[src/rtl/multicycle_ctrl_fsm.sv]
// multicycle_ctrl_fsm: Moore control FSM sequencing a multicycle RV32I datapath
// Inputs:  clk, rst (async, active high), op_code (IR[6:0]), cond_true (branch decision),
//          mem_ready (unified memory completes the current request this cycle)
// Outputs: mem_req/mem_write/adr_src (memory port), ir_write/pc_write/reg_write (enables),
//          alu_src_a/alu_src_b/alu_op/result_src (datapath muxes), imm_src (immediate format),
//          ld_st_op (size decode enable), instr_retired (last cycle pulse), illegal_op (trap)
module multicycle_ctrl_fsm #(
  parameter logic [3:0] RESET_STATE = 4'd0
) (
  input  logic       clk,
  input  logic       rst,
  input  logic [6:0] op_code,
  input  logic       cond_true,
  input  logic       mem_ready,
  output logic       mem_req,
  output logic       mem_write,
  output logic       adr_src,
  output logic       ir_write,
  output logic       pc_write,
  output logic       reg_write,
  output logic [1:0] alu_src_a,
  output logic [1:0] alu_src_b,
  output logic [1:0] alu_op,
  output logic [1:0] result_src,
  output logic [2:0] imm_src,
  output logic       ld_st_op,
  output logic       instr_retired,
  output logic       illegal_op
);
  typedef enum logic [3:0] {
    S_FETCH   = 4'd0,
    S_DECODE  = 4'd1,
    S_MEMADR  = 4'd2,
    S_MEMRD   = 4'd3,
    S_MEMWB   = 4'd4,
    S_MEMWR   = 4'd5,
    S_EXER    = 4'd6,
    S_EXEI    = 4'd7,
    S_ALUWB   = 4'd8,
    S_BRANCH  = 4'd9,
    S_JAL     = 4'd10,
    S_JALR    = 4'd11,
    S_JALR_PC = 4'd12,
    S_LUI     = 4'd13,
    S_AUIPC   = 4'd14,
    S_TRAP    = 4'd15
  } state_t;
  state_t state, next;
  always_ff @(posedge clk or posedge rst)
    if (rst) state <= state_t'(RESET_STATE);
    else state <= next;
  assign imm_src = (op_code == 7'b0100011) ? 3'b001 :
                   (op_code == 7'b1100011) ? 3'b010 :
                   (op_code == 7'b0110111 || op_code == 7'b0010111) ? 3'b011 :
                   (op_code == 7'b1101111) ? 3'b100 : 3'b000;
  always_comb begin
    next          = S_FETCH;
    mem_req       = 1'b0;
    mem_write     = 1'b0;
    adr_src       = 1'b0;
    ir_write      = 1'b0;
    pc_write      = 1'b0;
    reg_write     = 1'b0;
    alu_src_a     = 2'b00;
    alu_src_b     = 2'b00;
    alu_op        = 2'b00;
    result_src    = 2'b00;
    ld_st_op      = 1'b0;
    instr_retired = 1'b0;
    illegal_op    = 1'b0;
    case (state)
      S_FETCH: begin
        mem_req    = 1'b1;
        alu_src_b  = 2'b10;
        result_src = 2'b10;
        ir_write   = mem_ready;
        pc_write   = mem_ready;
        next       = mem_ready ? S_DECODE : S_FETCH;
      end
      S_DECODE: begin
        alu_src_a = 2'b01;
        alu_src_b = 2'b01;
        case (op_code)
          7'b0000011, 7'b0100011: next = S_MEMADR;
          7'b0110011:             next = S_EXER;
          7'b0010011:             next = S_EXEI;
          7'b1100011:             next = S_BRANCH;
          7'b1101111:             next = S_JAL;
          7'b1100111:             next = S_JALR;
          7'b0110111:             next = S_LUI;
          7'b0010111:             next = S_AUIPC;
          default:                next = S_TRAP;
        endcase
      end
      S_MEMADR: begin
        alu_src_a = 2'b10;
        alu_src_b = 2'b01;
        next      = (op_code == 7'b0100011) ? S_MEMWR : S_MEMRD;
      end
      S_MEMRD: begin
        mem_req  = 1'b1;
        adr_src  = 1'b1;
        ld_st_op = 1'b1;
        next     = mem_ready ? S_MEMWB : S_MEMRD;
      end
      S_MEMWB: begin
        reg_write     = 1'b1;
        result_src    = 2'b01;
        ld_st_op      = 1'b1;
        instr_retired = 1'b1;
      end
      S_MEMWR: begin
        mem_req       = 1'b1;
        mem_write     = 1'b1;
        adr_src       = 1'b1;
        ld_st_op      = 1'b1;
        instr_retired = mem_ready;
        next          = mem_ready ? S_FETCH : S_MEMWR;
      end
      S_EXER: begin
        alu_src_a = 2'b10;
        alu_op    = 2'b10;
        next      = S_ALUWB;
      end
      S_EXEI: begin
        alu_src_a = 2'b10;
        alu_src_b = 2'b01;
        alu_op    = 2'b10;
        next      = S_ALUWB;
      end
      S_LUI: begin
        alu_src_a = 2'b11;
        alu_src_b = 2'b01;
        next      = S_ALUWB;
      end
      S_AUIPC: begin
        alu_src_a = 2'b01;
        alu_src_b = 2'b01;
        next      = S_ALUWB;
      end
      S_ALUWB: begin
        reg_write     = 1'b1;
        instr_retired = 1'b1;
      end
      S_BRANCH: begin
        alu_src_a     = 2'b10;
        alu_op        = 2'b01;
        pc_write      = cond_true;
        instr_retired = 1'b1;
      end
      // alu_out holds the jump target from decode; the ALU now forms old_pc+4 for rd
      S_JAL: begin
        alu_src_a = 2'b01;
        alu_src_b = 2'b10;
        pc_write  = 1'b1;
        next      = S_ALUWB;
      end
      S_JALR: begin
        alu_src_a = 2'b10;
        alu_src_b = 2'b01;
        next      = S_JALR_PC;
      end
      S_JALR_PC: begin
        alu_src_a = 2'b01;
        alu_src_b = 2'b10;
        pc_write  = 1'b1;
        next      = S_ALUWB;
      end
      S_TRAP: begin
        illegal_op = 1'b1;
        next       = S_TRAP;
      end
      default: next = S_FETCH;
    endcase
  end
endmodule

[config.mk]
export PLATFORM = sky130hd
export DESIGN_NAME = multicycle_ctrl_fsm
export DESIGN_NICKNAME = d
export VERILOG_FILES = /design/src/rtl/multicycle_ctrl_fsm.sv
export SDC_FILE = /design/constraint.sdc
export NUM_CORES = 1
export LEC_CHECK = 0
export BUFFER_PORTS_ARGS = -buffer_cell sky130_fd_sc_hd__buf_2
export CORE_MARGIN = 10
export CORE_UTILIZATION = 35
export CTS_CLUSTER_SIZE = 20
export DETAILED_ROUTE_END_ITERATION = 8
export SYNTH_ARGS = -nofsm -noshare
export SYNTH_HDL_FRONTEND = slang
export SYNTH_SLANG_ARGS = --single-unit
[constraint.sdc]
create_clock -name clk -period 3 [get_ports clk]
set_clock_uncertainty 0.1 [all_clocks]
set_input_delay 0.75 -clock clk [delete_from_list [all_inputs] [get_ports clk]]
set_output_delay 0.75 -clock clk [all_outputs]
set_load 0.01 [all_outputs]
# Yosys cells after proc, flatten, opt, wreduce, memory -nomap -nowiden
# Cells that the tools add are included.
dict set report totals {
  output_inout_bits 20
  input_bits 11
  elab_cells 63
  register_bits 4
}
dict set report op_classes {
  reduce_logical 15
  eq_ne 24
  n_mux 23
}
# cell n
set op_table {}
lappend op_table {{$pmux W4 S8} 2}
lappend op_table {{$eq A4 B4 Y1 const B} 8}
lappend op_table {{$eq A7 B6 Y1 const B} 3}
lappend op_table {{$eq A7 B7 Y1 const B} 3}
lappend op_table {{$mux W3} 7}
lappend op_table {{$eq A4 B3 Y1 const B} 4}
lappend op_table {{$eq A7 B5 Y1 const B} 2}
lappend op_table {{$pmux W2 S2} 3}
lappend op_table {{$reduce_or A3 Y1} 4}
lappend op_table {{$reduce_or A6 Y1} 2}
lappend op_table {{$reduce_or A2 Y1} 5}
lappend op_table {{$eq A4 B2 Y1 const B} 2}
lappend op_table {{$mux W1} 8}
lappend op_table {{$eq A7 B2 Y1 const B} 1}
lappend op_table {{$pmux W2 S3} 1}
lappend op_table {{$reduce_or A5 Y1} 1}
lappend op_table {{$eq A4 B1 Y1 const B} 1}
lappend op_table {{$logic_not A4 Y1} 1}
lappend op_table {{$reduce_or A4 Y1} 1}
lappend op_table {{$pmux W1 S3} 1}
lappend op_table {{$pmux W1 S2} 1}
lappend op_table {{$logic_or A1 B1 Y1} 1}

# Depth between registers and ports, before layout
# Gate-level depths: netlist of run 1.
dict set report logic_depth {
  word_depth 5
  ltp_mapped 5
  mapped_depth_nobuf 4
}

# Worst setup path after synthesis of run 1
# Ideal clock, no wire load.
dict set report synth_path {
  path_kind {input to output}
  from {input port mem_ready}
  to {output port pc_write}
  required_time_ps 2150
  n_path_buf 1
  t_arrival_ps 1827
  path_slack_ps 323
  cell_stages 5
  cell_sequence {clkbuf_2 or3b_2 a21oi_1 a41oi_1 o21ai_0}
}
dict set report synth_between {
  elab_chain_cells 1
}
# element line_no
set synth_rtl {}
lappend synth_rtl {{start: declaration} 14} ;# input logic mem_ready,
lappend synth_rtl {{$pmux W1 S3} 71} ;# case (state)
lappend synth_rtl {{end: declaration} 19} ;# output logic pc_write,
# Every way passes these cells.

# Worst setup path after layout of run 1
# Same ends and word-level chain as after synthesis.

==> results.ini, run 1 <==
[clock_tree]
cts_root_buffer = clkbuf_4
tritoncts = yes
numCtsBuffers = 3
clock_latency_ns = 0.23
cts_sinks = 4
path_clk_slew_ns = 0.04
cts_hold_buf = 0
post_cts_buffers = 0
cts_resized = 0
clk_path_buf_depth = 2
cts.htree.levels = 1

[global_routing]
grt_pass1_wl_mm = 3.29
grt_max_degree = 19
grt_usage_pct = 9.46
gr-total-overflow = 0
first_global_vias = 793
antenna_found_initial = 0

[worst_hold_path]
min_path_type = input pin to async pin

[layout]
largestRegisters = state (4)
regMostFlops = state
antenna_cells = 0
syn_to_final_growth_pct = 22.3
finalNetCount = 137
final_cells = 149
fill_cells = 185
largest_reg_flops = 4
post-route-util_pct = 45.2
drive_above_1_share_pct = 28.2

[routing]
firstDrtPassIters = 4
dr.first_iter.drc_count = 18
vias_per_cell = 5.31
num_vias = 791
drc = 0
drtAntennaViolNets = 0
wl_per_cell_um = 12.9
routed_wl_mm = 1.92

[placed_design]
port_buffers = 30
dpl.hpwl_mm = 1.54
gp_congestion = 0.792
place_inst = 146
dp_slack_ns = 0.242

[floorplan]
io_pins = 31
dieArea_um2 = 3960
fp.dieH_um = 62.9
coreArea_um2 = 1750
die_w_um = 62.9
start_util_pct = 36.9
fp-row-count = 15

[synth]
syn-cell-area_um2 = 644
synth_most_common_cell = nor2_1
ys_top_cells_by_area = dfrtp_1 (16%), nor2_1 (7.6%), clkbuf_8 (6.4%), nand2_1 (6.4%), o21ai_0 (6.2%)
syn_area_per_cell_um2 = 6.58
netlist-cell-type-count = 37
synth.area.mux_share_pct = 1.55
ys_seq_elements = 4
synthAdderAreaFrac_pct = 0
synth_common_cells = nor2_1 (13), nand2_1 (11), o21ai_0 (8)
synth-async-reset-ratio_pct = 100
seq_area_frac_synth_pct = 15.5
synth_top_area_cell = dfrtp_1
yosysTopAreaCellShare_pct = 15.5
synthSimpleGateAreaFrac_pct = 39.0
synth_edf_count = 0
synth_compound_area_share_pct = 27.8
synth_top_family_by_area = simple AND/OR/NAND/NOR gates
yosysWarnings = 0
synth_xor_area_share_pct = 2.72
synth_nets = 109
yosys_most_used_dff = dfrtp_1
synthCells = 98

[timing]
hold_viol_final = 0
fmax_mhz = 363
rsz0062_at_grt = false
finalWorstSetupSlack_ns = 0.244
slew_headroom_pct = 64.7
setup_viol = 0
worst_pin_slew_ns = 0.529
period_needed_ns = 2.76
min_period_over_period_pct = 91.9
tns_ns = 0
slew_violations = 0

[worst_setup_path]
cp.required_ns = 2.15
crit_path_start_kind = input pin
critPathKind = input pin to primary output
critical_path_arrival_ns = 1.91
critPathMaxFanout = 9
worstSetupEndpointType = primary output

[power]
leakage_uw = 0.000386
p_per_area_nw_per_um2 = 913
ir_worst_vdd_v = 0.000318

[job]
drv_cap = 0

[outcome]
status = complete, no violations

## metrics by stage
step | area [µm²] | hold WS [ns] | power, µW
2_1_floorplan | 644 | 0.416 | 518
3_3_place_gp | 766 | 0.527 | 652
3_5_place_dp | 766 | 0.532 | 658
4_1_cts | 788 | 0.279 | 729
5_1_grt | 788 | 0.288 | 799
6_report | 788 | 0.281 | 720
## path summary, 6_finish.rpt
path | from | endpoint | slack (ns) | depth (start not counted)
max | mem_ready | pc_write | 0.24 | 6
min | rst | state[1] | 0.28 | 2
max reg2reg | state[1] | state[0] | 1.30 | 4
min reg2reg | state[2] | state[3] | 0.75 | 2
max in group asynchronous | rst | state[2] | 2.37 | 2
min in group clk | state[2] | state[3] | 0.75 | 2
## layout make-up
| class | instances | area (µm²) | area share, % |
|---|---|---|---|
| well taps | 25 | 31.3 | 3.97 |
| repair buffers | 30 | 150 | 19.0 |
| clock buffers | 3 | 22.5 | 2.86 |
| inverters | 7 | 26.3 | 3.33 |
| multi-input cells | 80 | 458 | 58.1 |
| flip-flops and latches | 4 | 100 | 12.7 |
## power by group
| part | internal, µW | switching, µW | total, µW |
|---|---|---|---|
| clock network | 44.8 | 21.9 | 66.7 |
| logic | 209 | 282 | 490 |
| registers | 77.0 | 85.8 | 163 |
## worst max-delay path, cell delays in order
cell,delay [ns]
buf_2,0.16
or3b_2,0.45
a21oi_1,0.16
a41oi_1,0.06
o21ai_0,0.17
buf_2,0.15
## cell families after synthesis
family	after synthesis
simple gates	49
compound gates	28
buf+inv	14
flops	4
xor+xnor	2
mux	1
## metal layers
| layer | GRT usage, % | share of wire [%] | up-vias |
|---|---|---|---|
| met3 | 3.41 | 6.9 | 0 |
| met4 | 2.51 | 0 | 0 |
| met2 | 16.6 | 49 | 23 |
| met1 | 10.4 | 44 | 361 |
| li1 | - | - | 407 |
| met5 | 0 | 0 | - |
## placed cells by master (no fill, tap or decap), drive strengths merged, types with 2 or more instances in the layout
| cell | n |
|---|---|
| nand2 | 11 |
| nand2b | 3 |
| dfrtp | 4 |
| o22ai | 2 |
| nor3 | 3 |
| buf | 30 |
| a21oi | 7 |
| nor2 | 13 |
| a21boi | 2 |
| clkbuf | 3 |
| o21ai | 8 |
| inv | 7 |
| nor2b | 3 |
| nand3 | 7 |
Power figures use the tool's default switching activity.
==> run 2, diff against run 1 <==
--- a/config.mk
+++ b/config.mk
@@ -10,6 +10,7 @@
 export CORE_UTILIZATION = 35
 export CTS_CLUSTER_SIZE = 20
 export DETAILED_ROUTE_END_ITERATION = 8
+export PLACE_DENSITY = 0.63
 export SYNTH_ARGS = -nofsm -noshare
 export SYNTH_HDL_FRONTEND = slang
 export SYNTH_SLANG_ARGS = --single-unit
==> run 2 against run 1 <==
Clock-buffer cell count did not move; hold slack got worse by 0.016 ns; via count fell by 0.88%; critical endpoint unchanged; sequential power barely moved; critical path depth did not move; critical path type unchanged.
==> results.ini, run 2 (synthesis results as in run 1) <==
[global_routing]
gr-total-overflow = 0  ; unchanged
antenna_found_initial = 0  ; unchanged
grt_max_degree = 19  ; unchanged
grt_usage_pct = 9.50  ; +0.043 points
grt_pass1_wl_mm = 3.31  ; +0.43%
first_global_vias = 829  ; +4.5%

[worst_setup_path]
path_cells = buf_2 > or3b_2 > a21oi_1 > a41oi_1 > o21ai_0 > buf_2
crit_top_cell = buf_2
critPathMaxFanout = 9  ; unchanged
critPathKind = input pin to primary output
critPathTopFamily = simple AND/OR/NAND/NOR gates
critPathSlowestCell = or3b_2
path_buf_inv = 2  ; unchanged
slowest_delay_ns = 0.45  ; about the same
cp.required_ns = 2.15  ; about the same
crit_path_start_kind = input pin
critical_path_arrival_ns = 1.91  ; about the same
worstSetupEndpointType = primary output

[routing]
num_vias = 784  ; -0.88%
dr.first_iter.drc_count = 21  ; +3
vias_per_cell = 5.26  ; -0.88%
firstDrtPassIters = 4  ; unchanged
drc = 0  ; unchanged
wl_per_cell_um = 12.7  ; -1.2%
drtAntennaViolNets = 0  ; unchanged
routed_wl_mm = 1.90  ; -1.2%

[layout]
mostFrequentLayoutCells = buf_2 (30), nor2_1 (13), nand2_1 (11)
layout_commonest_cell = buf_2
largestRegisters = state (4)
finalNetCount = 137  ; unchanged
syn_to_final_growth_pct = 22.3  ; unchanged
drive_above_1_share_pct = 28.2  ; unchanged
antenna_cells = 0  ; unchanged
largest_reg_flops = 4  ; unchanged
post-route-util_pct = 45.2  ; unchanged
regMostFlops = state

[placed_design]
port_buffers = 30  ; unchanged
dp_slack_ns = 0.257  ; +0.0151 ns
gp_congestion = 0.794  ; +0.25%
dpl.hpwl_mm = 1.52  ; -1.3%

[clock_tree]
clock_latency_ns = 0.25  ; +0.02 ns
cts_sinks = 4  ; unchanged
cts_hold_buf = 0  ; unchanged
path_clk_slew_ns = 0.04  ; about the same
cts_resized = 0  ; unchanged
cts.htree.levels = 1  ; unchanged
cts_root_buffer = clkbuf_4
post_cts_buffers = 0  ; unchanged
numCtsBuffers = 3  ; unchanged
clk_path_buf_depth = 2  ; unchanged
tritoncts = yes

[timing]
whs_ns = 0.265  ; -0.0160 ns
worst_pin_slew_ns = 0.526  ; -0.00326 ns
slew_violations = 0  ; unchanged
fmax_mhz = 363  ; about the same
hold_viol_final = 0  ; unchanged
setup_viol = 0  ; unchanged
finalWorstSetupSlack_ns = 0.243  ; -0.00124 ns
slew_headroom_pct = 64.9  ; +0.22 points
min_period_over_period_pct = 91.9  ; about the same
tns_ns = 0  ; unchanged
period_needed_ns = 2.76  ; +0.00124 ns
rsz0062_at_grt = false

[power]
p_sw_share_pct = 54.3  ; +0.24 points
leakage_uw = 0.000386  ; unchanged
p_int_uw = 330  ; about the same
power.share.clock_pct = 9.8  ; +0.5 points
p_per_area_nw_per_um2 = 918  ; +0.56%
p_sw_uw = 393  ; +1.0%
power_frac_seq_pct = 22.6  ; about the same
ir_worst_vdd_v = 0.000319  ; +0.37%
comb_power_share_pct = 67.6  ; -0.5 points

[floorplan]
fp-row-count = 15  ; unchanged
dieArea_um2 = 3960  ; unchanged
start_util_pct = 36.9  ; unchanged
die_w_um = 62.9  ; unchanged
fp.dieH_um = 62.9  ; unchanged
coreArea_um2 = 1750  ; unchanged
io_pins = 31  ; unchanged

[outcome]
status = complete, no violations

[job]
drv_cap = 0  ; unchanged

[worst_hold_path]
min_path_type = input pin to async pin

[run 2: metal layers]
metal | up-vias | track usage [%] | wire (µm)
met1 | 354 | 10.2 | 822
met2 | 27 | 16.0 | 906
met5 | - | 0 | 0
met4 | 0 | 5.87 | 27
met3 | 2 | 2.69 | 140
li1 | 401 | - | -
[run 2: through the flow]
step | instances | power [µW] | cell area (µm²)
CTS | 149 | 729 | 788
global placement | 146 | 650 | 766
floorplan | 98 | 518 | 644
finish | 149 | 724 | 788
global route | 149 | 804 | 788
detailed placement | 146 | 656 | 766
[run 2: path summary, 6_finish.rpt]
path,startpoint,to,slack [ns],cells after the start
min in group clk,state[1],state[0],0.75,1
max in group asynchronous,rst,state[1],2.38,2
setup reg to reg,state[1],state[0],1.31,4
setup / recovery,mem_ready,pc_write,0.24,6
hold reg to reg,state[1],state[0],0.75,1
hold / removal,rst,state[2],0.27,2
[run 2: power by group through the flow]
stage	clock, µW	combinational (µW)	sequential (µW)
after floorplan	0	423	94.5
after global placement	0	486	164
after detailed placement	0	492	164
after CTS	73.0	493	163
after global routing	75.0	553	176
final	71.1	489	163
[run 2: cell type report]
| cell class | count | area [µm²] |
|---|---|---|
| clock buffers | 3 | 22.5 |
| fillers | 197 | 957 |
| inverters | 7 | 26.3 |
| multi-input cells | 80 | 458 |
| flip-flops and latches | 4 | 100 |
| well taps | 25 | 31.3 |
| repair buffers | 30 | 150 |
[run 2: worst register-to-register path, delay by kind of cell, from the launching register on]
kind / cells / cell delay, ns
AOI/OAI and AO/OA: 2 / 0.44
DFF: 1 / 0.60
and+or+nand+nor: 1 / 0.20
buffers and inverters: 1 / 0.23
==> run 3, diff against run 2 <==
--- a/config.mk
+++ b/config.mk
@@ -5,12 +5,14 @@
 export SDC_FILE = /design/constraint.sdc
 export NUM_CORES = 1
 export LEC_CHECK = 0
+export ABC_AREA = 1
 export BUFFER_PORTS_ARGS = -buffer_cell sky130_fd_sc_hd__buf_2
 export CORE_MARGIN = 10
 export CORE_UTILIZATION = 35
 export CTS_CLUSTER_SIZE = 20
 export DETAILED_ROUTE_END_ITERATION = 8
-export PLACE_DENSITY = 0.63
+export PLACE_DENSITY = 0.65
+export RECOVER_POWER = 25
 export SYNTH_ARGS = -nofsm -noshare
 export SYNTH_HDL_FRONTEND = slang
 export SYNTH_SLANG_ARGS = --single-unit
==> constraint.sdc (replaced) <==
create_clock -name clk -period 2.9 [get_ports clk]
set_clock_uncertainty 0.1 [all_clocks]
set_input_delay 0.725 -clock clk [delete_from_list [all_inputs] [get_ports clk]]
set_output_delay 0.725 -clock clk [all_outputs]
set_load 0.01 [all_outputs]
==> run 3 against run 2 <==
Hold slack worse by 0.0029 ns; routed wire length decreased by 2.9%; core utilization increased by 5.5 points; area after synthesis is 7.4% lower; flip-flop and latch count stayed put; via count increased by 0.64%; clock power is 6.0% lower; final area up 0.16%; sequential power down 66%; largest cell class unchanged; setup slack improved by 0.30 ns.
==> results.ini, run 3 <==
[clock_tree]
path_clk_slew_ns = 0.04  ; about the same
cts_resized = 0  ; unchanged
clk_path_buf_depth = 2  ; unchanged
cts_hold_buf = 0  ; unchanged
numCtsBuffers = 3  ; unchanged
clock_latency_ns = 0.23  ; -0.02 ns
cts.htree.levels = 1  ; unchanged
cts_root_buffer = clkbuf_4
post_cts_buffers = 0  ; unchanged
cts_sinks = 4  ; unchanged
tritoncts = yes

[placed_design]
dpl.hpwl_mm = 1.61  ; +5.7%
port_buffers = 30  ; unchanged
gp_congestion = 0.889  ; +12%
dp_slack_ns = 0.550  ; +0.292 ns

[routing]
num_vias = 789  ; +0.64%
drtAntennaViolNets = 0  ; unchanged
vias_per_cell = 4.87  ; -7.4%
drc = 0  ; unchanged
wl_per_cell_um = 11.4  ; -11%
dr.first_iter.drc_count = 15  ; -29%
firstDrtPassIters = 4  ; unchanged
routed_wl_mm = 1.84  ; -2.9%

[worst_setup_path]
path_cells = buf_2 > nand2_1 > nor3_1 > nand2_1 > nand2_1 > buf_2
critPathTopFamily = simple AND/OR/NAND/NOR gates
reg2reg_depth = 5  ; +1
cp.required_ns = 2.08  ; -0.07 ns
slowest_delay_ns = 0.26  ; -0.19 ns
worstSetupEndpointType = primary output
path_buf_inv = 2  ; unchanged
worstReg2RegEnd = state[3]
r2r_slack_ns = 1.49  ; +0.18 ns
crit_top_cell = nand2_1
critPathMaxFanout = 7  ; -2
reg2reg_from = state[3]
critPathKind = input pin to primary output
critical_path_arrival_ns = 1.53  ; -0.38 ns
crit_path_start_kind = input pin
critPathSlowestCell = nor3_1

[floorplan]
fp-row-count = 14  ; -1
die_w_um = 61.3  ; -2.6%
fp.dieH_um = 61.3  ; -2.6%
io_pins = 31  ; unchanged
coreArea_um2 = 1560  ; -11%
start_util_pct = 38.3  ; +1.4 points
dieArea_um2 = 3760  ; -5.1%

[timing]
hold_viol_final = 0  ; unchanged
slew_violations = 0  ; unchanged
fmax_mhz = 425
setup_viol = 0  ; unchanged
min_period_over_period_pct = 81.2
period_needed_ns = 2.35
rsz0062_at_grt = false
slew_headroom_pct = 79.5  ; +15 points
tns_ns = 0  ; unchanged
finalWorstSetupSlack_ns = 0.547  ; +0.304 ns
worst_pin_slew_ns = 0.307  ; -0.219 ns

[worst_hold_path]
min_path_type = input pin to async pin

[layout]
finalNetCount = 159  ; +16%
largestRegisters = state (4)
largest_reg_flops = 4  ; unchanged
drive_above_1_share_pct = 30.8  ; +2.6 points
regMostFlops = state
syn_to_final_growth_pct = 32.3
layout_commonest_cell = nand2_1
antenna_cells = 0  ; unchanged
mostFrequentLayoutCells = nand2_1 (40), buf_2 (30), inv_1 (20)

[power]
p_sw_share_pct = 24.1  ; -30 points
power_frac_seq_pct = 38.4  ; +16 points
comb_power_share_pct = 16.0  ; -52 points
p_sw_uw = 35.3  ; -91%
ir_worst_vdd_v = 0.000117  ; -63%
p_per_area_nw_per_um2 = 185  ; -80%
power.share.clock_pct = 45.6  ; +36 points
p_int_uw = 111  ; -66%
leakage_uw = 0.000508  ; +32%

[global_routing]
gr-total-overflow = 0  ; unchanged
first_global_vias = 742  ; -10%
grt_max_degree = 8  ; -11
grt_usage_pct = 10.6  ; +1.1 points
antenna_found_initial = 0  ; unchanged
grt_pass1_wl_mm = 3.09  ; -6.5%

[synth]
synth_common_cells = nand2_1 (40), inv_1 (20), nor2_1 (15)
synth_nets = 124  ; +14%
ys_seq_elements = 4  ; unchanged
yosys_most_used_dff = dfrtp_1
yosysWarnings = 0  ; unchanged
synth_edf_count = 0  ; unchanged
syn-cell-area_um2 = 597  ; -7.4%
ys_top_cells_by_area = nand2_1 (25%), dfrtp_1 (17%), inv_1 (13%), nor2_1 (9.4%), nor2_2 (4.2%)
synth-async-reset-ratio_pct = 100  ; unchanged
synth_top_area_cell = nand2_1
syn_area_per_cell_um2 = 5.28  ; -20%
synthCells = 113  ; +15%
seq_area_frac_synth_pct = 16.8  ; +1.2 points
netlist-cell-type-count = 22  ; -41%
synth_most_common_cell = nand2_1
yosysTopAreaCellShare_pct = 25.2  ; +9.6 points

[outcome]
status = complete, no violations

[job]
drv_cap = 0  ; unchanged

-- run 3: cell count changes in the layout (fill, tap and decap cells not counted), moves of 3 or more --
cell and delta:
nand2b_1 -3, a21oi_1 -6, inv_1 +13, nand3_1 -4, nand2_1 +29, nor2b_1 -3, o21ai_0 -4, nor2_2 +4
-- run 3: power by group through the flow --
stage	Combinational [µW]	Sequential (µW)	Clock, µW
6_report	23.3	56.2	66.8
2_1_floorplan	11.9	56.8	0
3_5_place_dp	23.5	56.8	0
4_1_cts	23.6	56.1	68.7
3_3_place_gp	22.9	56.8	0
5_1_grt	27.1	56.1	71.4
-- run 3: worst max-delay path by stage --
stage,endpoint,depth (start not counted),from
final,imm_src[0],6,op_code[0]
after global placement,imm_src[0],6,op_code[0]
after global routing,imm_src[0],6,op_code[0]
after CTS,imm_src[0],6,op_code[0]
after floorplan,imm_src[2],2,op_code[0]
after detailed placement,imm_src[0],6,op_code[0]
-- run 3: routing by layer --
layer  wire, µm  GRT usage [%]  share of wire, %  up-vias
li1           -              -                 -      420
met1        770           11.6                42      347
met2        983           18.8                53       20
met3         73           1.44               4.0        2
met4         14           6.84              0.76        0
met5          0              0                 0        -
-- run 3: worst reg2reg max path: cells and delay by family, from the launching register on --
kind / cells / cell delay [ns]
compound gates: 1 / 0.09
buf+inv: 1 / 0.08
flops: 1 / 0.45
simple gates: 3 / 0.60
-- run 3: metrics by stage --
stage	cells	hold WS, ns	area, µm²	power [µW]	util [%]
2_1_floorplan	113	0.391	597	68.8	-
3_3_place_gp	159	0.486	767	79.7	49.2
3_5_place_dp	159	0.489	767	80.3	49.2
4_1_cts	162	0.262	790	148	50.6
5_1_grt	162	0.285	790	155	50.6
6_report	162	0.262	790	146	50.6
-- run 3: kinds of logic after synthesis --
| group | count (synthesis) | synth area share [%] |
|---|---|---|
| DFF | 4 | 16.8 |
| and+or+nand+nor | 76 | 57.4 |
| buffers and inverters | 22 | 13.8 |
| AOI/OAI and AO/OA | 11 | 11.9 |
-- run 3: area by class of cell --
class	instances	area, µm²
clock buffer	3	22.5
fill	185	769
inverter	22	82.6
multi-input combinational	87	414
sequential	4	100
tap	16	20.0
timing repair buffer	30	150
